File: src/rtl/ctrl_pkg.sv
`default_nettype none
// ============================================================================
//  Module   : ctrl_pkg
//  Brief    : Shared constants for the pipeline controller: stage indices,
//             hold-source identifiers, the NOP encoding and a width helper.
//  Revision : 1.0 - initial release
// ============================================================================
package ctrl_pkg;

  // Pipeline register indices
  localparam int STG_PC   = 0;
  localparam int STG_IFID = 1;
  localparam int STG_IDEX = 2;

  // Hold-request source identifiers
  localparam int HOLD_BUS   = 0;
  localparam int HOLD_FETCH = 1;

  // Canonical RISC-V NOP (addi x0, x0, 0)
  localparam logic [31:0] NOP_INSN = 32'h0000_0013;

  // Bits needed to index n items, never less than one
  function automatic int sel_width(input int n);
    return (n > 1) ? $clog2(n) : 1;
  endfunction

endpackage
`default_nettype wire

File: src/rtl/ctrl_hold_merge.sv
`default_nettype none
// ============================================================================
//  Module   : ctrl_hold_merge
//  Brief    : Reduces the hold-request vector to "any hold active" and the
//             deepest stage frozen by any active source.
//  Revision : 1.0 - initial release
// ============================================================================
module ctrl_hold_merge #(
  parameter int                     NUM_HOLD   = 2,
  parameter int                     SW         = 2,
  parameter logic [NUM_HOLD*SW-1:0] HOLD_STAGE = {2'd0, 2'd2}
) (
  input  logic [NUM_HOLD-1:0] hold_req,
  output logic                hold_act,
  output logic [SW-1:0]       hold_depth
);

  // Maximum frozen stage across the active sources
  always_comb begin
    hold_depth = '0;
    hold_act   = |hold_req;
    for (int s = 0; s < NUM_HOLD; s++) begin
      if (hold_req[s] && (HOLD_STAGE[s*SW +: SW] > hold_depth)) begin
        hold_depth = HOLD_STAGE[s*SW +: SW];
      end
    end
  end

endmodule
`default_nettype wire

File: src/rtl/ctrl_pipe.sv
`default_nettype none
// ============================================================================
//  Module   : ctrl_pipe
//  Brief    : Pipeline controller. Merges hold requests and jump redirects
//             into per-stage stall/flush vectors, parks jumps that arrive
//             while their stage is frozen and inserts post-jump bubbles.
//  Revision : 1.0 - initial release
// ============================================================================
module ctrl_pipe
  import ctrl_pkg::*;
#(
  parameter int STAGES        = 3,
  parameter int NUM_HOLD      = 2,
  parameter logic [NUM_HOLD*sel_width(STAGES)-1:0] HOLD_STAGE = {2'd0, 2'd2},
  parameter int JUMP_STAGE    = 2,
  parameter int BUBBLE_CYCLES = 1,
  parameter int ADDR_W        = 32,
  parameter int CNT_W         = 32
) (
  input  logic                clk,
  input  logic                rst,
  input  logic                jump_en_i,
  input  logic [ADDR_W-1:0]   jump_addr_i,
  input  logic [NUM_HOLD-1:0] hold_req_i,
  output logic                jump_en_o,
  output logic [ADDR_W-1:0]   jump_addr_o,
  output logic [STAGES-1:0]   stall_o,
  output logic [STAGES-1:0]   flush_o,
  output logic                hold_flag_o,
  output logic                err_o,
  output logic [CNT_W-1:0]    stall_cnt_o
);

  localparam int SW = sel_width(STAGES);
  localparam int BW = sel_width(BUBBLE_CYCLES + 1);

  logic              w_hold_act;
  logic [SW-1:0]     w_depth;
  logic              w_blocked;
  logic              w_cand_v;
  logic [ADDR_W-1:0] w_cand_addr;
  logic              w_accept;
  logic [STAGES-1:0] w_stall;
  logic [STAGES-1:0] w_flush;
  logic              w_hold_flag;

  logic              r_pend_v;
  logic [ADDR_W-1:0] r_pend_addr;
  logic [BW-1:0]     r_bubble;
  logic              r_err;
  logic [CNT_W-1:0]  r_stall_cnt;

  ctrl_hold_merge #(
    .NUM_HOLD   (NUM_HOLD),
    .SW         (SW),
    .HOLD_STAGE (HOLD_STAGE)
  ) u_hold_merge (
    .hold_req   (hold_req_i),
    .hold_act   (w_hold_act),
    .hold_depth (w_depth)
  );

  // A parked jump always outranks a fresh request; a hold reaching the jump
  // stage prevents the redirect from issuing this cycle.
  assign w_blocked   = w_hold_act && (int'(w_depth) >= JUMP_STAGE);
  assign w_cand_v    = r_pend_v | jump_en_i;
  assign w_cand_addr = r_pend_v ? r_pend_addr : jump_addr_i;
  assign w_accept    = w_cand_v && !w_blocked;

  // Per-stage stall/flush composition; stall dominates flush on a stage
  always_comb begin
    w_stall = '0;
    w_flush = '0;
    for (int k = 0; k < STAGES; k++) begin
      if (w_hold_act && (k <= int'(w_depth))) w_stall[k] = 1'b1;
      if (w_hold_act && (k == int'(w_depth) + 1)) w_flush[k] = 1'b1;
      if ((r_bubble != '0) && !w_accept && (k == STG_IFID)) w_flush[k] = 1'b1;
      if (w_accept) begin
        if ((k >= 1) && (k <= JUMP_STAGE)) w_flush[k] = 1'b1;
        if (k < JUMP_STAGE) w_stall[k] = 1'b0;
      end
    end
    w_flush = w_flush & ~w_stall;
  end

  assign w_hold_flag = |w_stall;

  // Pending jump, error flag, bubble counter and saturating stall counter
  always_ff @(posedge clk) begin
    if (rst) begin
      r_pend_v    <= 1'b0;
      r_pend_addr <= '0;
      r_bubble    <= '0;
      r_err       <= 1'b0;
      r_stall_cnt <= '0;
    end else begin
      if (w_accept) begin
        r_pend_v <= 1'b0;
      end else if (w_blocked && jump_en_i && !r_pend_v) begin
        r_pend_v    <= 1'b1;
        r_pend_addr <= jump_addr_i;
      end

      if (r_pend_v && jump_en_i) r_err <= 1'b1;

      if (w_accept) begin
        r_bubble <= BW'(BUBBLE_CYCLES);
      end else if ((r_bubble != '0) && !w_stall[STG_IFID]) begin
        r_bubble <= r_bubble - BW'(1);
      end

      if (w_hold_flag && (r_stall_cnt != '1)) begin
        r_stall_cnt <= r_stall_cnt + CNT_W'(1);
      end
    end
  end

  // Every output reads zero while reset is asserted
  assign jump_en_o   = rst ? 1'b0 : w_accept;
  assign jump_addr_o = rst ? '0 : (w_accept ? w_cand_addr : jump_addr_i);
  assign stall_o     = rst ? '0 : w_stall;
  assign flush_o     = rst ? '0 : w_flush;
  assign hold_flag_o = rst ? 1'b0 : w_hold_flag;
  assign err_o       = rst ? 1'b0 : r_err;
  assign stall_cnt_o = rst ? '0 : r_stall_cnt;

endmodule
`default_nettype wire

File: config.mk
export PLATFORM = sky130hd
export DESIGN_NAME = ctrl_pipe
export DESIGN_NICKNAME = d
export VERILOG_FILES = /design/src/rtl/ctrl_pkg.sv /design/src/rtl/ctrl_hold_merge.sv /design/src/rtl/ctrl_pipe.sv
export SDC_FILE = /design/constraint.sdc
export NUM_CORES = 1
export LEC_CHECK = 0
export ABC_AREA = 1
export CAP_MARGIN = 10
export CORE_UTILIZATION = 49
export CTS_CLUSTER_SIZE = 14
export DETAILED_ROUTE_END_ITERATION = 10
export PLACE_DENSITY = 0.81
export SYNTH_ARGS = -nofsm -noshare
export SYNTH_HDL_FRONTEND = slang
export SYNTH_HIERARCHICAL = 1
export SYNTH_SLANG_ARGS = --single-unit
File: constraint.sdc
create_clock -name clk -period 2.11 [get_ports clk]
set_input_delay 0.422 -clock clk [delete_from_list [all_inputs] [get_ports clk]]
set_output_delay 0.422 -clock clk [all_outputs]
set_load 0.01 [all_outputs]
# Word-level counts from Yosys, hierarchy flattened

Cells that the tools add are included.

Memories kept: 0
Register bits after elaboration: 67
Bits in read-only memories: 0
Word-level logic and storage cells: 67
Output and inout bits: 73
Bits of input ports: 37
Bits in latches: 0
Memory bits (writable): 0

Multiply operators: 0
Order comparisons: 4
Div/mod/pow operators: 0
Reduce and logical (&&, ||, !) cells: 24
Bitwise gates (word level): 4
Eq/ne operators: 3
Add/subtract/negate cells: 3
Shift operators: 0
Multiplexer cells: 24

Operator list:

| cell                  | number |
|---|---|
| $mux 32               | 4 |
| $add 32x1->32 const B | 1 |
| $eq 2x32->1 const A   | 1 |
| $logic_not 32->1      | 1 |
| $ne 32x32->1 const B  | 1 |
| $mux 1                | 16 |
| $logic_and 1x1->1     | 14 |
| $mux 3                | 2 |
| $logic_not 1->1       | 4 |
| $mux 2                | 2 |
| $reduce_or 2->1       | 2 |
| $add 2x1->3 const B   | 1 |
| $and 3x3->3           | 1 |
| $eq 2x3->1 const A    | 1 |
| $not 3->3             | 1 |
| $reduce_or 3->1       | 1 |
| $ge 2x2->1 const B    | 1 |
| $gt 1x2->1 const A    | 1 |
| $le 1x2->1 const A    | 1 |
| $le 2x2->1 const A    | 1 |
| $reduce_and 2->1      | 1 |
| $reduce_bool 2->1     | 1 |
| $not 1->1             | 1 |
| $or 1x1->1            | 1 |
| $sub 1x1->1 const B   | 1 |

# Logic depth before layout (Yosys ltp)

Gate-level depths: netlist of the first run.

Word-level depth: 14
Depth in mapped cells: 11
Mapped depth without buffers: 10

# Hierarchy

The synthesis of the first run kept the hierarchy.

By module, submodules not included:

| module          | cells each | area each (sq um) | times used | seq. area each (sq um) |
|---|---|---|---|---|
| ctrl_pipe       | 671        | 4053.9            | 1          | 1341.3 |
| ctrl_hold_merge | 6          | 30.0              | 1          | 0.0 |

# Worst setup path before layout of the first run

No wires, ideal clock.

Kind: input to output
Start point: input port hold_req_i[0]
End point: output port jump_addr_o[10]
Data arrival time: 1552 ps
Required time: 1688 ps
Path slack: 136 ps
Path buffers: 1
Stages: 8
Path through: inv_1 > nand2_1 > nand2_1 > nand2_1 > inv_1 > clkbuf_1 > nor2_1 > nor2_1

Elaborated cells on any way between the ends: 11
Classes of those cells: order compare: 2; mux: 4; reduce/logical: 5

RTL lines:

| element              | RTL line              | source |
|---|---|---|
| start: declaration   | ctrl_pipe.sv:24       | `input logic [NUM_HOLD-1:0] hold_req_i,` |
| $reduce_or 2->1      | ctrl_hold_merge.sv:21 | `hold_act = \|hold_req;` |
| net w_hold_act       | ctrl_pipe.sv:37       | `logic w_hold_act;` |
| $logic_and 1x1->1    | ctrl_pipe.sv:65       | `assign w_blocked = w_hold_act && (int'(w_depth) >= JUMP_STAGE);` |
| $logic_not 1->1      | ctrl_pipe.sv:68       | `assign w_accept = w_cand_v && !w_blocked;` |
| $logic_and 1x1->1    | ctrl_pipe.sv:68       |  |
| $mux 32 (2 in a row) | ctrl_pipe.sv:120      | `assign jump_addr_o = rst ? '0 : (w_accept ? w_cand_addr : jump_addr_i);` |
| end: declaration     | ctrl_pipe.sv:26       | `output logic [ADDR_W-1:0] jump_addr_o,` |

The timed path passes the listed nets, and every way through them passes these cells.

# Worst setup path after layout of the first run

Start point: input port hold_req_i[1]
End point: output port jump_addr_o[3]

The elaborated chain is that of the path after synthesis.

==> metrics, run 1 <==
synth top area cells dfxtp_1 (33%), nor2_1 (21%), nand2_1 (13%), o21ai_0 (8.8%), inv_1 (4.7%); fin util 71.73%; met2 Track Usage GR about half; register area share after synthesis 32.84%; Die Height a little over 90 microns; mapped cell area just over 4000 sq um; type of origin of the critical path primary input; Final setup viols 1; met3 usage 6.260%; maximum VDD drop approximately 0.35 mV; clock power share 35.8%; ant diodes 0; Sw Share 28.19%; hold-fix buffers at CTS 0; Reg2Reg Launch Point r_stall_cnt[1]; Worst EP required 1.69 ns; Setup Skew 0.007405 ns; pwr dens 513.8 nW/um^2; vias in the first global route 4225; Clk pin slew, worst setup/hold paths 0.08 ns; crit path DAT 1.72 ns; fin nets 837; Reg power frac a little under half; Pleak 0.002321 uW; Max-Cap Viols 0; area delta synth->final 38.54%; CTS sink count 67; switching power 819.3 uW; row count 32; # DRC 0; initial antenna violation count 0; antenna viol nets, final 0; TritonCTS buffer count 9; worst min path class flip-flop to flip-flop; die width 93.30 microns; fin crit share 101.6%; Worst Setup SP hold_req_i[1]; FILL cells 650; Port Buffers 108; Mapped Cells ~680; failing checks setup timing; Die ar. slightly below 9000 sq um; routed vias/inst 5.170; Core ar. 7888 sq um; largest net degree at the start of global routing 45; CTS tree built; Total Wirelength 11.83 mm; status finished, violations left; via count ~4700; H-tree Lvls 3; Root Driver clkbuf_8; First DRT Iteration DRCs roughly 270; worst-path fanout max 6; DR pass1 iterations 5; maximum clock rate 466.6 MHz; proportion of layout cells with a drive suffix above 1 16.31%; YS warnings 6; Mapped Nets 715; combinational share of power 18.0%; Internal approximately 2100 uW; # IOs 110; Tmin final 2.143 ns; kind of critical path primary input to output port; hold_sp r_err; Tot GR Track Use between 20% and 30%; Worst Setup Slack, final -0.03330 ns; register bit total from synthesis 67; gr busiest metal met2; clk buf depth 2; hold slack 0.4694 ns; grt total ovfl 0; final hold violation count 0; clk_lat worst skew 0.35 ns; Initial Util 51.78%; Post-DP HPWL around 8.1 mm; area share of the largest cell type after synthesis between 30% and 40%; met1 Use GR 32.61%; Syn Area/Cell 6.032 sq um; CP Capture Type output port; cell taking the most area after synthesis dfxtp_1; drt wl/cell 13.07 microns; global-route wire length before repair 19.39 mm; Placer Congestion roughly 0.9; Netlist cell types 28; final slew viol count 0
[through the flow]
stage / std cells / total power, uW / TNS [ns] / cell area [sq um] / worst slack [ns]
6_report: 905 / 2907 / -0.03330 / 5658 / -0.03330
3_5_place_dp: 876 / 1878 / -17.68 / 5346 / -0.5302
3_3_place_gp: 876 / 1870 / -16.81 / 5346 / -0.4864
2_1_floorplan: 677 / 1619 / 0 / 4084 / 0.1356
4_1_cts: 903 / 2909 / -0.1526 / 5669 / -0.04131
5_1_grt: 905 / 3028 / -0.07728 / 5658 / -0.07603
[cell usage in the layout, fill, tap and decap left out, drive strengths merged, types with 4 or more instances in the layout]
cell type      synthesis  final
nor2                 230    230
nand2                152    152
o21ai                 72     72
dfxtp                 67     67
clkdlybuf4s50          0     66
buf                    7     62
inv                   52     51
a21oi                 27     27
clkbuf                27     18
nand3                 15     15
xor2                  13     13
nand4                  5      5
dlygate4sd2            0      5
nor3                   4      4
clkdlybuf4s15          0      4
[kinds of logic after synthesis]
group	Yosys count	share of synthesized area, %
fa+ha+maj	1	0.3063
xor+xnor	13	2.788
compound gates	100	14.12
other cells	2	0.1839
simple gates	408	40.59
buf+inv	86	9.161
flops	67	32.84
[repair_timing]
action,in CTS,in global routing
gates cloned,5,1
endpoints found under the setup margin,39,22
resized for setup,149,28
pin swaps,3,2
buffers inserted,7,1
[critical path, cell delays in order]
cell,delay [ns]
dlygate4sd2_1,0.23
inv_1,0.06
nand2_2,0.07
nand2_4,0.07
nand2_4,0.07
buf_6,0.14
clkinv_8,0.08
buf_6,0.11
nor2_1,0.04
nor2_1,0.14
clkdlybuf4s15_1,0.29
[layout make-up]
cell class	count	area (sq um)	area share, %
multi-input cells	524	2414	42.66
repair buffers	145	1383	24.44
flip-flops and latches	67	1341	23.71
inverters	52	210.2	3.715
clock buffers	10	127.6	2.256
well taps	102	127.6	2.256
clock inverters	5	55.05	0.9730
[per-layer routing]
| layer | vias up | routed length [microns] |
|---|---|---|
| met3 | 42 | 784 |
| li1 | 2342 | - |
| met4 | 0 | 491 |
| met1 | 2104 | 4821 |
| met2 | 191 | 5732 |
| met5 | - | 0 |
[worst paths after layout]
| kind | endpoint | cells after the start | slack, ns |
|---|---|---|---|
| worst max-delay path | jump_addr_o[3] | 11 | -0.03 |
| worst min-delay path | r_err | 2 | 0.47 |
| worst max register to register | r_stall_cnt[21] | 11 | 0.28 |
| worst min register to register | r_err | 2 | 0.47 |
[cells in the mapped netlist]
| master | number |
|---|---|
| nand3b_1 | 1 |
| ha_1 | 1 |
| a21oi_1 | 7 |
| nor2_2 | 3 |
| nor2_1 | 224 |
| clkbuf_1 | 27 |
| nor3_1 | 3 |
| nor3_2 | 1 |
| buf_4 | 3 |
| nand2_8 | 1 |
| nand2_2 | 3 |
| inv_4 | 1 |
| buf_6 | 2 |
| nand2_4 | 2 |
| o22ai_1 | 1 |
| nor2_4 | 2 |
| a21oi_2 | 20 |
| o21ai_0 | 72 |
| dfxtp_1 | 67 |
| nor2_8 | 1 |
| nand3_1 | 15 |
| nand4_1 | 5 |
| xor2_1 | 13 |
| buf_8 | 2 |
| nor3b_1 | 1 |
| nand2_1 | 146 |
| inv_1 | 51 |
| conb_1 | 2 |
[sequential cells by signal, summed over array words and instances, names as in the netlist]
signal	count
r_bubble	1
r_err	1
r_pend_addr	32
r_pend_v	1
r_stall_cnt	32
[power groups by stage]
stage               registers (uW)  clock network [uW]  logic [uW]
floorplan                     1360                   0         259
global placement              1360                   0         505
detailed placement            1370                   0         511
CTS                           1340                1050         516
global route                  1350                1110         568
finish                        1340                1040         523
(Power assumes the default switching activity.)
==> run 2: changes to the inputs <==
--- a/config.mk
+++ b/config.mk
@@ -7,10 +7,12 @@
 export LEC_CHECK = 0
 export ABC_AREA = 1
 export CAP_MARGIN = 10
-export CORE_UTILIZATION = 49
+export CORE_UTILIZATION = 60
 export CTS_CLUSTER_SIZE = 14
 export DETAILED_ROUTE_END_ITERATION = 10
-export PLACE_DENSITY = 0.81
+export DONT_BUFFER_PORTS = 1
+export PLACE_DENSITY = 0.76
+export SKIP_CTS_REPAIR_TIMING = 1
 export SYNTH_ARGS = -nofsm -noshare
 export SYNTH_HDL_FRONTEND = slang
 export SYNTH_HIERARCHICAL = 1
==> metrics, run 2 (synthesized netlist as in run 1, its figures left out) <==
crit path DAT 2.14 ns (+0.42 ns); Initial Util 63.23% (+11 points); area delta synth->final 6.097%; Die Height 84.50 microns (-9.4%); DR pass1 iterations 8 (+3); Max-Cap Viols 0 (unchanged); largest net degree at the start of global routing 63 (+40%); hold slack 0.1285 ns (-0.3409 ns); Worst EP required 2.36 ns (+0.67 ns); row count 29 (-9.4%); # DRC 7 (+7); Root Driver clkbuf_8; maximum VDD drop 0.5024 mV (+45%); First DRT Iteration DRCs 179 (-32%); # IOs 110 (unchanged); fin nets 701 (-16%); Largest regs r_pend_addr (32), r_stall_cnt (32); die width 84.50 microns (-9.4%); pwr dens 681.6 nW/um^2 (+33%); CTS tree built; CTS sink count 67 (unchanged); initial antenna violation count 0 (unchanged); worst flop-to-flop path endpoint r_stall_cnt[12]; RSZ-0062 raised after global routing false; TritonCTS buffer count 9 (unchanged); maximum clock rate 529.0 MHz (+13%); worst-path fanout max 27 (+21); Core ar. 6459 sq um (-18%); H-tree Lvls 3 (unchanged); clk_lat worst skew 0.35 ns (about the same); Pleak 0.001691 uW (-27%); failing checks DRC; Tmin final 1.890 ns (-0.2530 ns); hold path depth 1 (-1); drt wl/cell 12.73 microns (-2.6%); Tot GR Track Use 28.26% (+0.16 points); FILL cells 634 (-2.5%); Reg2Reg Launch Point r_stall_cnt[0]; Setup TNS 0 ns (+0.03330 ns); final slew viol count 0 (unchanged); CP Capture Type flip-flop; Register-to-Register Path Depth 10 (-1); grt total ovfl 0 (unchanged); global-route wire length before repair 16.28 mm (-16%); Final setup viols 0 (-1); Placer Congestion 0.8849 (-1.6%); ant diodes 0 (unchanged); via count 4018 (-14%); final hold violation count 0 (unchanged); Setup Skew 0.008797 ns (+0.001392 ns); Port Buffers 0 (-100%); routed vias/inst 5.393 (+4.3%); antenna viol nets, final 0 (unchanged); worst min path class primary input to flip-flop; proportion of layout cells with a drive suffix above 1 9.132% (-7.2 points); Clk pin slew, worst setup/hold paths 0.08 ns (about the same); fin crit share 89.59% (-12 points); kind of critical path flip-flop to flip-flop; Die ar. 7140 sq um (-18%); commonest non-fill, non-tap cells in the layout nor2_1 (224), nand2_1 (145), o21ai_0 (72); Post-DP HPWL 6.713 mm (-17%); Hold Path End r_stall_cnt[8]; Total Wirelength 9.486 mm (-20%); vias in the first global route 3696 (-13%); clk buf depth 2 (unchanged); type of origin of the critical path flip-flop; status finished, violations left; hold_sp rst; r2r setup slk 0.22 ns (-0.06 ns); commonest non-fill, non-tap cell in the layout nor2_1
## run 2: cell count changes in the layout (fill, tap and decap cells not counted), sizes merged
| cell | before | now |
|---|---|---|
| clkdlybuf4s50 | 66 | 0 |
| buf | 62 | 9 |
| clkbuf | 18 | 9 |
| dlygate4sd2 | 5 | 0 |
| clkdlybuf4s15 | 4 | 0 |
| inv | 51 | 55 |
| bufinv | 1 | 3 |
| clkinv | 3 | 1 |
| clkinvlp | 2 | 0 |
## run 2: how the worst max path moves through the flow
stage	from	end	slack, ns	cells past startpoint
CTS	r_pend_v	jump_addr_o[10]	0.04	5
global route	r_stall_cnt[1]	r_stall_cnt[0]	0.06	10
global placement	r_stall_cnt[0]	r_stall_cnt[1]	0.26	10
floorplan	hold_req_i[0]	jump_addr_o[10]	0.14	8
detailed placement	hold_req_i[0]	jump_addr_o[21]	0.21	7
finish	r_stall_cnt[0]	r_stall_cnt[12]	0.22	10
## run 2: layout make-up
cell class | count | area, sq um | area share (%)
inverters | 52 | 197.7 | 4.563
flip-flops and latches | 67 | 1343 | 30.98
well taps | 77 | 96.34 | 2.224
multi-input cells | 524 | 2371 | 54.72
repair buffers | 9 | 80.08 | 1.848
clock buffers | 9 | 123.9 | 2.859
clock inverters | 7 | 121.4 | 2.801
## run 2: worst max-delay path, cell delays in order, from the launching register on
cell     delay (ns)
dfxtp_1        0.41
ha_1           0.23
nand2_2        0.08
nor2_4         0.18
nand2_4        0.11
nor2_8         0.15
nand2_4        0.11
nand2_8        0.19
inv_4          0.15
nand2_1        0.12
a21oi_2        0.06
## run 2: per-stage QoR
step	cells	utilization [%]	worst slack, ns	power (uW)	cell area (sq um)
final	745	67.09	0.2197	2953	4333
after global routing	745	67.09	0.06318	3069	4333
after CTS	745	67.03	0.03925	2972	4329
after detailed placement	729	63.23	0.2054	1637	4084
after global placement	729	63.23	0.2557	1631	4084
after floorplan	677	-	0.1356	1619	4084
## run 2: report_power, final
part           internal, uW  total, uW  leakage, uW  switching (uW)
Combinational          78.8        269      0.00102             190
Clock                   795       1350     0.000125             550
Sequential             1310       1340     0.000546            27.6
## run 2: layer usage
| metal | wire length, microns | global-route usage [%] | up-vias |
|---|---|---|---|
| met5 | 0 | 0 | - |
| met4 | 237 | 10.94 | 0 |
| met3 | 634 | 7.768 | 24 |
| met2 | 4489 | 48.41 | 137 |
| met1 | 4125 | 33.68 | 1797 |
| li1 | - | - | 2060 |
